==> src/rtl/div8x4_seq_if.sv <==
// Request/result bundle for the sequential divider.
// The master drives the operands and start; the slave returns status and results.
interface div8x4_seq_if #(
  parameter int DW = 8,
  parameter int VW = 4
) ();
  logic          start;
  logic [DW-1:0] dividend;
  logic [VW-1:0] divisor;
  logic          busy;
  logic          done;
  logic [DW-1:0] quotient;
  logic [VW-1:0] remainder;
  logic          div_by_zero;

  modport master (
    output start, dividend, divisor,
    input  busy, done, quotient, remainder, div_by_zero
  );

  modport slave (
    input  start, dividend, divisor,
    output busy, done, quotient, remainder, div_by_zero
  );
endinterface

==> src/rtl/div8x4_seq.sv <==
// Sequential restoring divider, one quotient bit per clock.
// Unsigned DW-bit dividend by VW-bit divisor; divide by zero flagged without iterating.
//
// state  | meaning
// IDLE   | waiting for start; results from the last operation held
// RUN    | one restoring iteration per clock, DW iterations in total
// DONE   | results valid, done pulse for one cycle
module div8x4_seq #(
  parameter int DW = 8,
  parameter int VW = 4
) (
  input  logic         clk,
  input  logic         rst,
  div8x4_seq_if.slave  bus
);

  localparam int CW = (DW > 1) ? $clog2(DW) : 1;

  typedef enum logic [1:0] {
    S_IDLE = 2'd0,
    S_RUN  = 2'd1,
    S_DONE = 2'd2
  } state_t;

  state_t        state_q, state_d;
  logic [DW-1:0] d_q, d_d;
  logic [VW-1:0] v_q, v_d;
  // After a restore step P < V, so the top bit of P is always 0 and is not stored.
  logic [VW-1:0] p_q, p_d;
  logic [DW-1:0] quo_q, quo_d;
  logic [CW-1:0] cnt_q, cnt_d;
  logic          dbz_q, dbz_d;

  logic [VW:0]   p_shift;
  logic          accept;

  assign accept  = (state_q == S_IDLE) && bus.start;
  assign p_shift = {p_q, d_q[DW-1]};

  always_ff @(posedge clk) begin
    if (rst) begin
      state_q <= S_IDLE;
      d_q     <= '0;
      v_q     <= '0;
      p_q     <= '0;
      quo_q   <= '0;
      cnt_q   <= '0;
      dbz_q   <= 1'b0;
    end else begin
      state_q <= state_d;
      d_q     <= d_d;
      v_q     <= v_d;
      p_q     <= p_d;
      quo_q   <= quo_d;
      cnt_q   <= cnt_d;
      dbz_q   <= dbz_d;
    end
  end

  always_comb begin
    state_d = state_q;
    case (state_q)
      S_IDLE:  if (bus.start) state_d = (bus.divisor == '0) ? S_DONE : S_RUN;
      S_RUN:   if (cnt_q == '0) state_d = S_DONE;
      S_DONE:  state_d = S_IDLE;
      default: state_d = S_IDLE;
    endcase
  end

  always_comb begin
    d_d   = d_q;
    v_d   = v_q;
    p_d   = p_q;
    quo_d = quo_q;
    cnt_d = cnt_q;
    dbz_d = dbz_q;
    if (accept) begin
      d_d   = bus.dividend;
      v_d   = bus.divisor;
      cnt_d = CW'(DW - 1);
      if (bus.divisor == '0) begin
        quo_d = '1;
        p_d   = bus.dividend[VW-1:0];
        dbz_d = 1'b1;
      end else begin
        quo_d = '0;
        p_d   = '0;
        dbz_d = 1'b0;
      end
    end else if (state_q == S_RUN) begin
      d_d   = {d_q[DW-2:0], 1'b0};
      cnt_d = cnt_q - CW'(1);
      if (p_shift >= {1'b0, v_q}) begin
        p_d   = VW'(p_shift - {1'b0, v_q});
        quo_d = {quo_q[DW-2:0], 1'b1};
      end else begin
        p_d   = p_shift[VW-1:0];
        quo_d = {quo_q[DW-2:0], 1'b0};
      end
    end
  end

  always_comb begin
    bus.busy        = (state_q != S_IDLE);
    bus.done        = (state_q == S_DONE);
    bus.quotient    = quo_q;
    bus.remainder   = p_q;
    bus.div_by_zero = dbz_q;
  end

endmodule
==> src/flat_wrapper.sv <==
// flat-port wrapper written by rule: the top's interface ports become plain ports
module div8x4_seq_flat 
#(
  parameter int DW = 8,
  parameter int VW = 4
)
  (clk, rst, bus_start, bus_dividend, bus_divisor, bus_busy, bus_done, bus_quotient, bus_remainder, bus_div_by_zero);
  div8x4_seq_if #(.DW(DW), .VW(VW)) bus_i ();
  input  logic clk;
  input  logic rst;
  input wire logic [$bits(bus_i.start)-1:0] bus_start;
  input wire logic [$bits(bus_i.dividend)-1:0] bus_dividend;
  input wire logic [$bits(bus_i.divisor)-1:0] bus_divisor;
  output wire logic [$bits(bus_i.busy)-1:0] bus_busy;
  output wire logic [$bits(bus_i.done)-1:0] bus_done;
  output wire logic [$bits(bus_i.quotient)-1:0] bus_quotient;
  output wire logic [$bits(bus_i.remainder)-1:0] bus_remainder;
  output wire logic [$bits(bus_i.div_by_zero)-1:0] bus_div_by_zero;
  assign bus_i.start = bus_start;
  assign bus_i.dividend = bus_dividend;
  assign bus_i.divisor = bus_divisor;
  assign bus_busy = bus_i.busy;
  assign bus_done = bus_i.done;
  assign bus_quotient = bus_i.quotient;
  assign bus_remainder = bus_i.remainder;
  assign bus_div_by_zero = bus_i.div_by_zero;
  div8x4_seq #(.DW(DW), .VW(VW)) u_core (.clk(clk), .rst(rst), .bus(bus_i));
endmodule
==> config.mk <==
export PLATFORM = sky130hd
export DESIGN_NAME = div8x4_seq_flat
export DESIGN_NICKNAME = d
export VERILOG_FILES = /design/src/rtl/div8x4_seq_if.sv /design/src/rtl/div8x4_seq.sv /design/src/flat_wrapper.sv
export SDC_FILE = /design/constraint.sdc
export NUM_CORES = 1
export LEC_CHECK = 0
export BUFFER_PORTS_ARGS = -buffer_cell sky130_fd_sc_hd__buf_4
export CORE_UTILIZATION = 45
export CTS_BUF_LIST = sky130_fd_sc_hd__clkbuf_8
export CTS_CLUSTER_DIAMETER = 150
export DETAILED_ROUTE_END_ITERATION = 6
export GPL_TIMING_DRIVEN = 0
export PLACE_DENSITY = 0.7
export REMOVE_ABC_BUFFERS = 1
export SLEW_MARGIN = 20
export SYNTH_ARGS = -nofsm -noshare
export SYNTH_HDL_FRONTEND = slang
export SYNTH_SLANG_ARGS = --single-unit
export TNS_END_PERCENT = 10
==> constraint.sdc <==
create_clock -name clk -period 1.6 [get_ports clk]
set_input_delay 0.24 -clock clk [delete_from_list [all_inputs] [get_ports clk]]
set_output_delay 0.24 -clock clk [all_outputs]
set_load 0.01 [all_outputs]
**Word level (Yosys, flattened, before mapping)**

Index checks and enable logic that the tools add are counted.

- $lt $le $gt $ge: 1
- $mul: 0
- Add/subtract/negate cells: 2
- Equality and inequality tests: 4
- Shift operators: 0
- Mux-type cells: 17
- Bitwise logic cells: 0
- Reduce and logical (&&, ||, !) cells: 7
- Div/mod/pow operators: 0

Operators by type and width:

| kind | count |
|---|---|
| $mux 8 | 5 |
| $mux 4 | 4 |
| $mux 2 | 3 |
| $mux 3 | 2 |
| $ge 5x4->1 | 1 |
| $logic_not 4->1 | 1 |
| $pmux 2 s2 | 1 |
| $reduce_bool 2->1 | 2 |
| $sub 4x4->4 | 1 |
| $logic_not 3->1 | 1 |
| $sub 3x1->3 const B | 1 |
| $eq 2x1->1 const B | 1 |
| $eq 2x2->1 const B | 1 |
| $logic_not 2->1 | 1 |
| $mux 1 | 2 |
| $ne 2x1->1 const B | 1 |
| $ne 2x2->1 const B | 1 |
| $reduce_and 2->1 | 1 |
| $logic_and 1x1->1 | 1 |

- Bits of input ports: 15
- Logic and storage cells: 38
- Register bits after elaboration: 30
- Latch bits: 0
- Output and inout bits: 15
- Bits in writable memories: 0
- Memories: 0
- Bits in read-only memories: 0

**Depth between registers and ports, before layout**

Gate-level depths: netlist (run 1).

- Depth in word-level cells: 4
- Mapped depth: 6
- Gate-level depth less buffers: 6

**Worst setup path after synthesis (run 1)**

No wires, ideal clock.

- Path kind: reg2reg
- From: reg u_core.p_q[1] (netlist: u_core.bus.remainder[1])
- To: reg u_core.p_q[0] (netlist: u_core.bus.remainder[0])
- Buffers on the path: 0
- Period minus slack after synthesis: 1.623 ns
- Library setup time: 0.087 ns
- Data arrival time: 1.536 ns
- Stages on the path, launching flop included: 6
- Setup slack: -0.023 ns
- Data required time: 1.513 ns
- Path through: dfxtp_1 ha_1 or2_0 a21o_1 and3_1 o31ai_1

- Longest elaborated chain between the ends: 4

Ends and longest elaborated chain:

| item | RTL line | text |
|---|---|---|
| start: declaration | div8x4_seq.sv:29 | `logic [VW-1:0] p_q, p_d;` |
| start signal: assignment | div8x4_seq.sv:53 | `p_q <= p_d;` |
| $ge 5x4->1 | div8x4_seq.sv:93 | `if (p_shift >= {1'b0, v_q}) begin` |
| $mux 4 | div8x4_seq.sv:93 |  |
| $mux 4 | div8x4_seq.sv:90 | `end else if (state_q == S_RUN) begin` |
| $mux 4 | div8x4_seq.sv:77 | `if (accept) begin` |

Every way passes these cells. The select of a mux whose other input is x is not followed.
A chain may end at the register's enable or synchronous reset.

**Final worst setup path (run 1)**

Same ends and word-level chain as after synthesis.

==> flow_summary.ini, run 1 <==
[worst_setup_path]
required_ns = 1.79
crit_chain = ha_4 -> or2_4 -> a21o_4 -> and3_1 -> o31ai_1
cpPeakStageDelay_ns = 0.37
critPathCaptureType = flop
worstPathArrival_ns = 1.77
crit_type = flop to flop
worstPathMaxFanout = 6
critical-path-top-delay-family = compound AO/OA/AOI/OAI gates
path_buf_inv = 0
cp-start-kind = flop
slowest_stage = dfxtp_4

[detailed_routing]
ant_nets = 0
wl_per_cell_um = 14.2
wl_um = 3550
dr.pass1.iters = 4
drt_iter0_drc = 58
drc = 0
num_vias = 1381
via_per_inst = 5.52

[clocking]
clock_latency_ns = 0.28
clk_root_buffer_cell = clkbuf_8
numClockSinks = 30
cts_buffers = 5
cts_hold_buf = 0
cts_tree = yes
cts.path.max_buffers = 2
path_clk_slew_ns = 0.06
h-tree-depth = 2

[floorplanning]
io_pins = 30
die_h_um = 59.8
start_util = 0.484
die_area_um2 = 3570
core_um2 = 3100
die_w_um = 59.8
rows = 20

[grt]
grt_max_degree = 27
antenna_found_initial = 0
track_usage = 0.213
overflow = 0
grt_pass1_wl_um = 5620
grt_pass1_vias = 1289

[yosys]
synth_fa_ha_area_frac = 0.0633
synthSimpleGateAreaFrac = 0.200
synth_edf_count = 0
yosysSeqAreaShare = 0.400
syn_inst = 176
synth_top_family_by_area = compound AO/OA/AOI/OAI gates
synth_xor_area_frac = 0.0117
yosysWarnings = 0
synth.area.mux_share = 0
synth.distinct_cells = 45
synth_ff_type = dfxtp_1
netlist_area_um2 = 1500
synth-compound-area-share = 0.253
avgSynthCellArea_um2 = 8.53
async_flop_share = 0
ys_seq_elements = 30

[sta]
drv_slew = 0
fin_crit_ns = 1.58
worst_pin_slew_ns = 0.583
rsz0062_at_grt = true
timing.hold.ws_ns = 0.192
final.setup.tns_ns = 0
finalSetupViolations = 0
max_freq_ghz = 0.632
hold_viol_final = 0
slew_headroom = 0.607
fin_skew_ns = 0.00744
finalCritPeriodShare = 0.989

[layout]
final_util = 0.609
syn_to_final_growth_pct = 25.8
drive_above_1_share = 0.282
n_fill_cell = 309
fin_nets = 227
multi_input_area_um2 = 850
n_antenna_cell = 0
regArea_um2 = 608
stdcell_area_um2 = 1890

[outcome]
outcome = finished, final reports clean

[power]
p_leak_nw = 0.783
power.density_nw_per_um2 = 1170
ir_drop_v = 0.000750

[hold_path]
hold_path.class = primary input to flop

[place]
placed_area_um2 = 1710
io_buffers = 29
dp.final_hpwl_um = 2400
gp_congestion = 0.716

[flow_run]
drv_cap = 0
-- layout by cell type (no fill, tap or decap), drive strengths merged, types with 2 or more instances in the layout --
cell	count
buf	31
dfxtp	30
nor2	23
nand2	14
o22ai	14
inv	13
a21oi	13
a211oi	6
clkbuf	6
ha	6
or2	5
o31ai	4
nor2b	3
a22oi	3
a32oi	2
and3	2
a31oi	2
a221oi	2
nand3	2
xnor2	2
nor4	2
o21ai	2
and2b	2
-- sequential cells by signal, summed over array words and instances, names as in the netlist --
name / cells
u_core.bus.div_by_zero: 1
u_core.bus.quotient: 8
u_core.bus.remainder: 4
u_core.cnt_q: 3
u_core.d_q: 8
u_core.state_q: 2
u_core.v_q: 4
-- routing by layer --
| layer | track usage | wire length [um] | part of all wire |
|---|---|---|---|
| met3 | 0.0519 | 143 | 0.040 |
| met1 | 0.276 | 1620 | 0.46 |
| met5 | 0 | 0 | 0 |
| met4 | 0.0997 | 59 | 0.017 |
| met2 | 0.333 | 1730 | 0.49 |
-- logic make-up after synthesis --
kind of cell             count (synthesis)
AO/OA/AOI/OAI                           56
XOR/XNOR                                 2
flip-flops                              30
AND/OR/NAND/NOR                         59
adder cells (fa/ha/maj)                  7
buffers and inverters                   22
-- through the flow --
step           power (mW)  setup slack, ns  instances
2_1_floorplan        1.29          -0.0226        167
3_3_place_gp         1.46           -0.113        240
3_5_place_dp         1.49           -0.147        240
4_1_cts              2.16          0.00296        250
5_1_grt              2.34          -0.0574        250
6_report             2.21           0.0171        250
-- final cells by class --
class | instances | share of cell area
Clock buffer | 6 | 0.0437
Clock inverter | 2 | 0.00662
Tap cell | 44 | 0.0291
Sequential cell | 30 | 0.322
Multi-Input combinational cell | 124 | 0.450
Timing Repair Buffer | 31 | 0.123
Inverter | 13 | 0.0258
-- final timing paths --
| check | start | endpoint | slack, ns | depth (start not counted) |
|---|---|---|---|---|
| max reg2reg | u_core.bus.remainder[1] | u_core.bus.remainder[0] | 0.02 | 5 |
| max | u_core.bus.remainder[1] | u_core.bus.remainder[0] | 0.02 | 5 |
| min | bus_dividend[0] | u_core.bus.remainder[0] | 0.19 | 3 |
| min reg2reg | u_core.v_q[2] | u_core.v_q[2] | 0.46 | 2 |
-- worst min-delay path, cell delays in order --
cell     delay, ns
buf_4         0.09
a22oi_1       0.06
o31ai_1       0.06
-- power by group --
part,leakage (nW),switching (mW),internal (mW)
registers,0.250,0.0716,0.834
logic,0.486,0.337,0.332
clock network,0.0472,0.291,0.345
-- cells in the mapped netlist (3+ instances only) --
cell	count	area [um^2]
dfxtp_1	30	601
nor2_1	23	86.3
nand2_1	14	52.6
o22ai_1	14	87.6
a21oi_1	13	65.1
inv_1	13	48.8
a211oi_1	6	45.0
ha_1	6	75.1
o31ai_1	4	30.0
a22oi_1	3	22.5
nor2b_1	3	18.8
-- repair_timing --
action                     in CTS  in global routing
setup endpoints to repair      12                 12
buffers inserted                2                  0
pin swaps                       1                  2
resized for setup               7                  9
Power figures use the tool's default switching activity.
==> run 2, diff against run 1 <==
--- a/config.mk
+++ b/config.mk
@@ -6,12 +6,11 @@
 export NUM_CORES = 1
 export LEC_CHECK = 0
 export BUFFER_PORTS_ARGS = -buffer_cell sky130_fd_sc_hd__buf_4
-export CORE_UTILIZATION = 45
+export CORE_UTILIZATION = 33
 export CTS_BUF_LIST = sky130_fd_sc_hd__clkbuf_8
 export CTS_CLUSTER_DIAMETER = 150
 export DETAILED_ROUTE_END_ITERATION = 6
 export GPL_TIMING_DRIVEN = 0
-export PLACE_DENSITY = 0.7
 export REMOVE_ABC_BUFFERS = 1
 export SLEW_MARGIN = 20
 export SYNTH_ARGS = -nofsm -noshare
==> flow_summary.ini, run 2 (synthesis results as in run 1) <==
[clocking]
path_clk_slew_ns = 0.06
h-tree-depth = 2
cts_hold_buf = 0
cts_tree = yes
cts.path.max_buffers = 2
clock_latency_ns = 0.28
clk_root_buffer_cell = clkbuf_8
numClockSinks = 30
cts_buffers = 5

[worst_setup_path]
crit_type = flop to flop
critPathCaptureType = flop
cp-start-kind = flop
required_ns = 1.79
worstPathMaxFanout = 6
cp-startpoint = u_core.bus.remainder[1]
worstPathArrival_ns = 1.77
r2r_start = u_core.bus.remainder[1]

[detailed_routing]
via_per_inst = 5.35
drc = 0
met3RoutedLength_um = 173
wl_met1_um = 1690
dr_wl_met2_um = 1650
highest_layer = met4
dr.pass1.iters = 4
wl_um = 3560
ant_nets = 0
wl_per_cell_um = 13.8
drt_iter0_drc = 72
num_vias = 1380

[grt]
track_usage = 0.157
grt_pass1_vias = 1227
grt_pass1_wl_um = 5980
overflow = 0
antenna_found_initial = 0
grt_max_degree = 27

[floorplanning]
io_pins = 30
start_util = 0.345
die_area_um2 = 4820
die_h_um = 69.5
die_w_um = 69.5
rows = 24
core_um2 = 4350

[power]
p_leak_nw = 0.787
power.density_nw_per_um2 = 1160
finalPower_mw = 2.21
ir_drop_v = 0.000409

[sta]
slew_headroom = 0.647
max_freq_ghz = 0.635
rsz0062_at_grt = true
worst_pin_slew_ns = 0.523
finalCritPeriodShare = 0.984
fin_skew_ns = 0.00605
hold_viol_final = 0
drv_slew = 0
fin_crit_ns = 1.58
finalSetupViolations = 0
setup_slack_ns = 0.0249

[hold_path]
worstHoldStart = bus_dividend[0]
hold_path.class = primary input to flop

[place]
placed_area_um2 = 1720
gp_congestion = 0.848
dp_slack_ns = -0.161
io_buffers = 29
dp.final_hpwl_um = 2410

[layout]
final_cell_mix = buf_4, dfxtp_1, nor2_1
final_util = 0.440
syn_to_final_growth_pct = 27.5
stdcell_area_um2 = 1910
final_common_cell = buf_4
fin_nets = 227
n_antenna_cell = 0
drive_above_1_share = 0.306

[flow_run]
drv_cap = 0

[outcome]
outcome = finished, final reports clean
-- run 2: metrics by stage --
step / setup TNS, ns / cells / hold slack [ns]
5_1_grt: -0.0776 / 258 / 0.218
3_3_place_gp: -0.744 / 248 / 0.443
4_1_cts: 0 / 258 / 0.190
6_report: 0 / 258 / 0.191
2_1_floorplan: -0.0452 / 167 / 0.309
3_5_place_dp: -0.876 / 248 / 0.448
-- run 2: power breakdown --
part | switching (mW) | internal (mW)
combinational | 0.332 | 0.337
sequential | 0.0712 | 0.834
clock | 0.293 | 0.345
-- run 2: final cells by class --
type	count	area, um^2
repair buffers	31	233
clock inverters	2	12.5
fillers	438	2440
well taps	52	65.1
inverters	13	48.8
clock buffers	6	82.6
multi-input cells	124	863
flip-flops and latches	30	609
-- run 2: what timing repair did --
item	CTS	global route
pin swaps	1	2
buffers inserted	2	0
endpoints found under the setup margin	12	14
resized for setup	8	13
-- run 2: final timing paths --
check                                 end  slack (ns)  cells past startpoint
setup / recovery  u_core.bus.remainder[0]        0.02                      5
hold / removal    u_core.bus.remainder[0]        0.19                      3
setup reg to reg  u_core.bus.remainder[0]        0.02                      5
hold reg to reg             u_core.v_q[2]        0.46                      2
-- run 2: per-layer routing --
| metal | vias to the layer above | GRT usage |
|---|---|---|
| li1 | 686 | - |
| met1 | 650 | 0.213 |
| met2 | 38 | 0.238 |
| met3 | 6 | 0.0465 |
| met4 | 0 | 0.0476 |
| met5 | - | 0 |
-- run 2: worst max-delay path, cell delays in order, from the launching register on --
cell	delay, ns
dfxtp_4	0.37
ha_4	0.25
or2_4	0.24
a21o_4	0.23
and3_1	0.18
o31ai_1	0.21
==> run 3, diff against run 2 <==
--- a/config.mk
+++ b/config.mk
@@ -7,7 +7,7 @@
 export LEC_CHECK = 0
 export BUFFER_PORTS_ARGS = -buffer_cell sky130_fd_sc_hd__buf_4
 export CORE_UTILIZATION = 33
-export CTS_BUF_LIST = sky130_fd_sc_hd__clkbuf_8
+export CTS_BUF_LIST = sky130_fd_sc_hd__clkbuf_16
 export CTS_CLUSTER_DIAMETER = 150
 export DETAILED_ROUTE_END_ITERATION = 6
 export GPL_TIMING_DRIVEN = 0
==> flow_summary.ini, run 3 (synthesis results as in run 1) <==
[outcome]
outcome = finished, final reports clean

[hold_path]
holdPathEnd = u_core.bus.remainder[0]
hold_path.class = primary input to flop
hold_path_depth = 3
worstHoldStart = bus_dividend[0]

[grt]
grt.busiest_layer = met2
met3_usage = 0.0422
overflow = 0
grt_pass1_vias = 1251
grt_use_met1 = 0.209
grt_pass1_wl_um = 5990
track_usage = 0.158
grt_max_degree = 27
grt_use_met2 = 0.238
antenna_found_initial = 0

[worst_setup_path]
crit_type = flop to flop
worstPathArrival_ns = 1.75
required_ns = 1.79
regToRegEndpoint = u_core.bus.remainder[0]
cp-start-kind = flop
rr_worst_depth = 5
critPathCaptureType = flop
timing.reg2reg.setup_slack_ns = 0.04
worstPathMaxFanout = 6
r2r_start = u_core.bus.remainder[1]

[sta]
worst_pin_slew_ns = 0.519
drv_slew = 0
finalCritPeriodShare = 0.978
rsz0062_at_grt = true
timing.hold.ws_ns = 0.198
hold_viol_final = 0
setup_slack_ns = 0.0360
max_freq_ghz = 0.639
slew_headroom = 0.650
fin_crit_ns = 1.56
fin_skew_ns = 0.00438
finalSetupViolations = 0

[layout]
stdcell_area_um2 = 1960
final_util = 0.450
final_common_cell = buf_4
final_cell_mix = buf_4, dfxtp_1, nor2_1
drive_above_1_share = 0.296
syn_to_final_growth_pct = 30.4
fin_nets = 227
n_antenna_cell = 0

[floorplanning]
die_h_um = 69.5
die_area_um2 = 4820
io_pins = 30
die_w_um = 69.5
start_util = 0.345
core_um2 = 4350
rows = 24

[flow_run]
drv_cap = 0

[power]
swShare = 0.297
clkPwrFrac = 0.363
power.switching_mw = 0.734
pwr-share-comb = 0.270
p_int_mw = 1.73
power.density_nw_per_um2 = 1260
p_leak_nw = 0.806
ir_drop_v = 0.000437
seq_power_share = 0.367
finalPower_mw = 2.47

[clocking]
clock_latency_ns = 0.28
cts.path.max_buffers = 2
clk_root_buffer_cell = clkbuf_16
cts_buffers = 5
cts_tree = yes
path_clk_slew_ns = 0.05
numClockSinks = 30
h-tree-depth = 2

[place]
dp_slack_ns = -0.161
placed_area_um2 = 1720
dp.final_hpwl_um = 2410
gp_congestion = 0.848
io_buffers = 29

[detailed_routing]
via_per_inst = 5.30
drc = 0
num_vias = 1368
dr.pass1.iters = 4
wl_per_cell_um = 13.8
ant_nets = 0
drt_iter0_drc = 77
wl_um = 3570
run 3: changes by cell type in the layout (fill, tap and decap cells not counted), sizes merged:
cell and delta:
clkbuf -1, clkinv +1
run 3: layout make-up:
| cell class | instances | area, um^2 |
|---|---|---|
| clock inverter | 3 | 16.3 |
| timing repair buffer | 31 | 233 |
| inverter | 13 | 48.8 |
| multi-input combinational | 124 | 861 |
| clock buffer | 5 | 125 |
| tap | 52 | 65.1 |
| sequential | 30 | 609 |
| fill | 431 | 2400 |
run 3: layer usage:
layer | vias up | routed length, um
met2 | 36 | 1640
met3 | 7 | 178
met1 | 637 | 1670
met5 | - | 0
met4 | 0 | 73
li1 | 688 | -
run 3: per-stage QoR:
stage	instances	setup TNS [ns]
detailed placement	248	-0.876
CTS	258	0
global placement	248	-0.744
floorplan	167	-0.0452
global route	258	-0.0672
finish	258	0
run 3: how the worst max path moves through the flow:
stage | to | slack, ns | start
global route | u_core.bus.remainder[0] | -0.04 | u_core.bus.remainder[1]
detailed placement | u_core.bus.remainder[0] | -0.16 | u_core.bus.remainder[1]
finish | u_core.bus.remainder[0] | 0.04 | u_core.bus.remainder[1]
floorplan | u_core.bus.remainder[0] | -0.02 | u_core.bus.remainder[1]
global placement | u_core.bus.remainder[0] | -0.18 | u_core.bus.remainder[1]
CTS | u_core.bus.remainder[0] | 0.003 | u_core.bus.remainder[1]
run 3: power groups by stage:
stage               Sequential [mW]  Clock [mW]  Combinational, mW
global placement              0.914           0              0.569
detailed placement            0.915           0              0.571
CTS                           0.906       0.910              0.616
global route                  0.921       0.948              0.739
floorplan                     0.916           0              0.370
finish                        0.907       0.896              0.666
run 3: worst max-delay path, cell delays in order (launching register included):
cell and delay, ns:
dfxtp_4 0.37, ha_4 0.25, or2_4 0.24, a21o_4 0.23, and3_1 0.18, o31ai_1 0.21
run 3: what timing repair did:
item,in CTS,in global routing
pin swaps,1,2
endpoints found under the setup margin,12,13
hold buffers,0,0
resized for setup,8,12
buffers inserted,2,0
